File: config.mk
export PLATFORM = sky130hd
export DESIGN_NAME = pb_cond
export DESIGN_NICKNAME = d
export VERILOG_FILES = /design/src/rtl/pb_cond.sv
export SDC_FILE = /design/constraint.sdc
export NUM_CORES = 1
export LEC_CHECK = 0
export BUFFER_PORTS_ARGS = -buffer_cell sky130_fd_sc_hd__buf_2
export CAP_MARGIN = 20
export CORE_MARGIN = 3
export CORE_UTILIZATION = 60
export CTS_BUF_LIST = sky130_fd_sc_hd__clkbuf_4 sky130_fd_sc_hd__clkbuf_8
export DETAILED_ROUTE_END_ITERATION = 10
export PLACE_DENSITY = 0.89
export REMOVE_ABC_BUFFERS = 1
export SLEW_MARGIN = 5
export SYNTH_ARGS = -nofsm -noshare
export SYNTH_HDL_FRONTEND = slang
export SYNTH_SLANG_ARGS = --single-unit
File: constraint.sdc
create_clock -name clk -period 2.3 [get_ports clk]
set_clock_uncertainty 0.1 [all_clocks]
set_input_delay 0.575 -clock clk [delete_from_list [all_inputs] [get_ports clk]]
set_output_delay 0.575 -clock clk [all_outputs]
set_load 0.05 [all_outputs]
File: src/rtl/pb_cond.sv
// pb_cond: push-button conditioner, N independent channels.
// Each channel synchronizes its raw button input, debounces it on ena
// ticks, and produces press/release edge pulses plus auto-repeat pulses
// while the button stays held.
//
// Ports:
//   clk    in  1  system clock, all state on rising edge
//   rst    in  1  asynchronous active-high reset
//   ena    in  1  sampling tick; debounce and hold counters advance only here
//   pb     in  N  raw asynchronous button inputs
//   level  out N  debounced active-high button state
//   press  out N  one-clk pulse in the first cycle level is 1
//   rel    out N  one-clk pulse in the first cycle level is 0 (release;
//                 "release" itself is a reserved word)
//   rep    out N  one-clk auto-repeat pulse while held
//
// Per-channel FSM:
//   state  | meaning
//   IDLE   | button not held (level = 0)
//   HOLD   | held, counting ena ticks towards the first repeat
//   REPEAT | held, emitting a repeat pulse every REP_CYC ena ticks
module pb_cond #(
  parameter int N        = 2,
  parameter int DB_CYC   = 4,
  parameter int HOLD_CYC = 8,
  parameter int REP_CYC  = 3,
  parameter bit INV      = 1'b0
) (
  input  logic         clk,
  input  logic         rst,
  input  logic         ena,
  input  logic [N-1:0] pb,
  output logic [N-1:0] level,
  output logic [N-1:0] press,
  output logic [N-1:0] rel,
  output logic [N-1:0] rep
);

  localparam int DW   = $clog2(DB_CYC + 1);
  localparam int HMAX = (HOLD_CYC > REP_CYC) ? HOLD_CYC : REP_CYC;
  localparam int HW   = $clog2(HMAX + 1);

  localparam logic [DW-1:0] DB_LAST   = DW'(DB_CYC - 1);
  localparam logic [HW-1:0] HOLD_LAST = HW'(HOLD_CYC - 1);
  localparam logic [HW-1:0] REP_LAST  = HW'(REP_CYC - 1);
  // Synchronizer reset value chosen so the conditioned input reads inactive.
  localparam logic [N-1:0]  SYNC_RST  = {N{INV}};

  typedef enum logic [1:0] {IDLE, HOLD, REPEAT} st_t;

  logic [N-1:0] sync1, sync2, s;

  always_ff @(posedge clk or posedge rst) begin
    if (rst) begin
      sync1 <= SYNC_RST;
      sync2 <= SYNC_RST;
    end else begin
      sync1 <= pb;
      sync2 <= sync1;
    end
  end

  assign s = INV ? ~sync2 : sync2;

  for (genvar i = 0; i < N; i++) begin : g_ch
    st_t           st;
    logic [DW-1:0] dcnt;
    logic [HW-1:0] hcnt;
    logic          lvl, prs, rls, rp;
    logic          mis, tog;

    assign mis = ena && (s[i] != lvl);
    // Last mismatching tick of the debounce window: level flips this edge.
    assign tog = mis && (dcnt == DB_LAST);

    always_ff @(posedge clk or posedge rst) begin
      if (rst) begin
        st   <= IDLE;
        dcnt <= '0;
        hcnt <= '0;
        lvl  <= 1'b0;
        prs  <= 1'b0;
        rls  <= 1'b0;
        rp   <= 1'b0;
      end else begin
        prs <= tog && s[i];
        rls <= tog && !s[i];
        rp  <= 1'b0;

        if (tog) begin
          lvl  <= s[i];
          dcnt <= '0;
        end else if (mis) begin
          dcnt <= dcnt + 1'b1;
        end else if (ena) begin
          dcnt <= '0;
        end

        // A level change overrides the hold/repeat sequencing, so a
        // release can never coincide with a repeat pulse.
        if (tog) begin
          st   <= s[i] ? HOLD : IDLE;
          hcnt <= '0;
        end else if (ena) begin
          case (st)
            HOLD: begin
              if (hcnt == HOLD_LAST) begin
                st   <= REPEAT;
                hcnt <= '0;
                rp   <= 1'b1;
              end else begin
                hcnt <= hcnt + 1'b1;
              end
            end
            REPEAT: begin
              if (hcnt == REP_LAST) begin
                hcnt <= '0;
                rp   <= 1'b1;
              end else begin
                hcnt <= hcnt + 1'b1;
              end
            end
            default: hcnt <= '0;
          endcase
        end
      end
    end

    assign level[i] = lvl;
    assign press[i] = prs;
    assign rel[i]   = rls;
    assign rep[i]   = rp;
  end

endmodule

==> run summary <==
run status: completed
dpl hpwl: 1.871 mm
routability congestion estimate from global placement: 0.7469
r2r startpoint: g_ch[1].dcnt[0]
depth of the CTS H-tree: 2
Switching Power: 0.6205 mW
fraction of synthesis flops using an asynchronous set or reset pin: 100.0%
Worst slew margin: 62.88%
Final Slew Violations: 0
setup repair after global routing missed its margin: false
number of library cell types mapped by synthesis: 38
Setup TNS: 0 ns
Area growth syn-to-layout: 7.060%
pin count of the biggest net entering global routing: 31
area inside the core boundary: 2297 um^2
maximum net fanout on the critical path: 5
number of antenna violations at the first check in global routing: 0
Wirelength per Cell: 14.04 um
Post-synth top cells: sky130_fd_sc_hd__dfrtp_1 (30), sky130_fd_sc_hd__inv_1 (14), sky130_fd_sc_hd__ha_1 (12), sky130_fd_sc_hd__nand2_1 (12), sky130_fd_sc_hd__buf_4 (8)
total of hold buffers inserted after clock tree synthesis: 0
count of flip-flops with a built-in enable after synthesis: 0
worst hold path class: in -> async
post-CTS setup buffer count: 0
clock tree from TritonCTS: yes
number of synthesized register bits: 30
crit path cell chain: ha_1 -> ha_1 -> a211o_1 -> or2_4 -> o32ai_2
tightest hold margin: 0.1851 ns
post-DR vias/cell: 5.546
number of port buffers: 12
clock share of power: 20.4%
Tightest Pin Transition: 0.5498 ns
die footprint: 3148 um^2
reported max-cap violation count: 0
buffer cell driving the clock tree root: sky130_fd_sc_hd__clkbuf_4
achievable clock frequency: 0.5302 GHz
Max Root-Sink Buffers: 2
area fraction of the dominant cell type after synthesis: 49.83%
static leakage: 0.8044 nW
final setup violation count: 0
Setup crit start: g_ch[1].dcnt[0]
number of detailed-route iterations in the first pass: 4
portion of the post-synthesis area used by sequential elements: 49.83%
most frequent cell on the critical path: sky130_fd_sc_hd__ha_1
Routed Wire Length: 2.597 mm
mean instance size in the synthesized netlist: 10.39 um^2
gate count after technology mapping: 145
switching part of the total power: 38.16%
cts repair resizes: 0
total area of multi-input combinational cells: 631.9 um^2
count of antenna diodes in the layout: 0
Max stage delay on crit path: 0.41 ns
DR iter-0 viols: 22
Overall Global Routing Usage: 18.82%
Data arrival, critical path: 2.03 ns
most frequent cell after synthesis: sky130_fd_sc_hd__dfrtp_1
Residual DRC: 0
Power Internal: 1.006 mW
Synth area leaders: sky130_fd_sc_hd__dfrtp_1 (50%), sky130_fd_sc_hd__ha_1 (10%), sky130_fd_sc_hd__buf_4 (4.0%)
Placement Rows: 17
overall via count from detail_route: 1026
clock network latency to the later pin of the worst-skew pair: 0.34 ns
ANT nets after route: 0
global-route wire length before repair: 4.471 mm
endpoint class of the critical path: flip-flop
part of the power in combinational logic: 33.7%
number of warnings reported in the yosys synthesis log: 0
Clk pin slew, worst setup/hold paths: 0.11 ns
VDD IR max: 0.6261 mV
worst path required time: 2.44 ns
Congestion Overflow GR: 0
number of nets in the finished design: 173
top cell type by total area after synthesis: sky130_fd_sc_hd__dfrtp_1
share of the clock period used by the worst path: 82.00%
width of the chip: 56.11 um
Worst Path Class, Setup: reg -> reg
Buffers & Inverters on Critical Path: 0
Syn Std Cell Area: 1506 um^2
fraction of layout cells with a size suffix above 1: 17.83%
clock buffers created by TritonCTS: 5
number of clock sinks seen by CTS: 30
Final Hold Vio Count: 0
number of global-route vias before repair: 1019
Fill cells: 168
initial cell density of the core: 65.58%
CP max stage cell: sky130_fd_sc_hd__dfrtp_1
Largest delay share family, worst path: compound AO/OA/AOI/OAI gates
ports placed on the boundary: 13
Seq. cell area: 750.7 um^2
final critical path time including I/O delays and setup: 1.886 ns
die span in y: 56.11 um
power density normalized to cell area: 1008 nW/um^2
kind of start point of the critical path: flip-flop
register share of total power: 45.9%
commonest register cell after synthesis: sky130_fd_sc_hd__dfrtp_1
-- power by group through the flow --
stage / clock [mW] / sequential (mW) / combinational, mW
final: 0.332 / 0.746 / 0.548
after global placement: 0 / 0.741 / 0.509
after global routing: 0.365 / 0.764 / 0.623
after CTS: 0.343 / 0.746 / 0.553
after floorplan: 0 / 0.801 / 0.358
after detailed placement: 0 / 0.757 / 0.549
-- metrics by stage --
step | std cells | power (mW) | util (%) | instance area (um^2) | setup WS [ns]
2_1_floorplan | 135 | 1.159 | - | 1439 | 0.4391
3_3_place_gp | 177 | 1.250 | 67.43 | 1549 | 0.5058
3_5_place_dp | 177 | 1.306 | 67.43 | 1549 | 0.4172
4_1_cts | 185 | 1.642 | 70.21 | 1613 | 0.4044
5_1_grt | 185 | 1.752 | 70.21 | 1613 | 0.3474
6_report | 185 | 1.626 | 70.21 | 1613 | 0.4140
-- kinds of logic (layout without fill, tap and decap cells) --
family	Yosys count	count (layout)	share of synthesized area, %
flip-flops	30	30	49.83
adder cells (fa/ha/maj)	12	12	9.967
AND/OR/NAND/NOR	45	45	15.53
AO/OA/AOI/OAI	29	29	14.04
multiplexers	1	1	0.6645
XOR/XNOR	3	3	1.745
buffers and inverters	25	37	8.223
-- worst reg2reg max path, cell delays in order (launching register included) --
cell	delay, ns
sky130_fd_sc_hd__dfrtp_1	0.41
sky130_fd_sc_hd__ha_1	0.21
sky130_fd_sc_hd__ha_1	0.23
sky130_fd_sc_hd__a211o_1	0.32
sky130_fd_sc_hd__or2_4	0.29
sky130_fd_sc_hd__o32ai_2	0.25
-- cell type report --
type / count / share of cell area (%)
clock buffers: 6 / 3.181
clock inverters: 2 / 0.7758
inverters: 15 / 3.491
multi-input cells: 90 / 39.18
flip-flops and latches: 30 / 46.55
well taps: 28 / 2.172
repair buffers: 14 / 4.655
-- routing by layer --
layer	vias to the layer above	part of all wire (%)	global-route usage [%]
met4	0	1.9	8.814
li1	516	-	-
met2	19	50	30.72
met5	-	0	0
met1	486	44	21.50
met3	5	4.3	7.425
-- layout by cell type, fill, tap and decap left out, drive strengths merged, types with 2 or more instances in the layout --
cell	Yosys	routed
a21oi	3	3
o2bb2ai	3	3
nand3	5	5
inv	15	15
ha	12	12
clkbuf	2	6
or3	2	2
o21ai	7	7
o211ai	2	2
nand4	2	2
buf	8	14
nand2b	4	4
a21boi	2	2
nand2	12	12
nor3	3	3
nor2	7	7
o31ai	3	3
xor2	3	3
dfrtp	30	30
a31oi	2	2
nor2b	3	3
-- state kept, by name (all words and copies together), names as in the netlist --
signal / count
g_ch.rp: 2
g_ch.dcnt: 6
g_ch.lvl: 2
g_ch.st: 4
s: 2
sync1: 2
g_ch.rls: 2
g_ch.hcnt: 8
g_ch.prs: 2
-- path summary, 6_finish.rpt --
| check | cells after the start | slack, ns | endpoint |
|---|---|---|---|
| max | 5 | 0.41 | g_ch[1].hcnt[1] |
| min | 3 | 0.19 | g_ch[1].st[0] |
| max reg2reg | 5 | 0.41 | g_ch[1].hcnt[1] |
| min reg2reg | 0 | 0.25 | s[1] |
| max in group asynchronous | 3 | 1.63 | g_ch[0].hcnt[2] |
| min in group clk | 1 | 0.25 | sync1[1] |
Power figures use the tool's default switching activity.
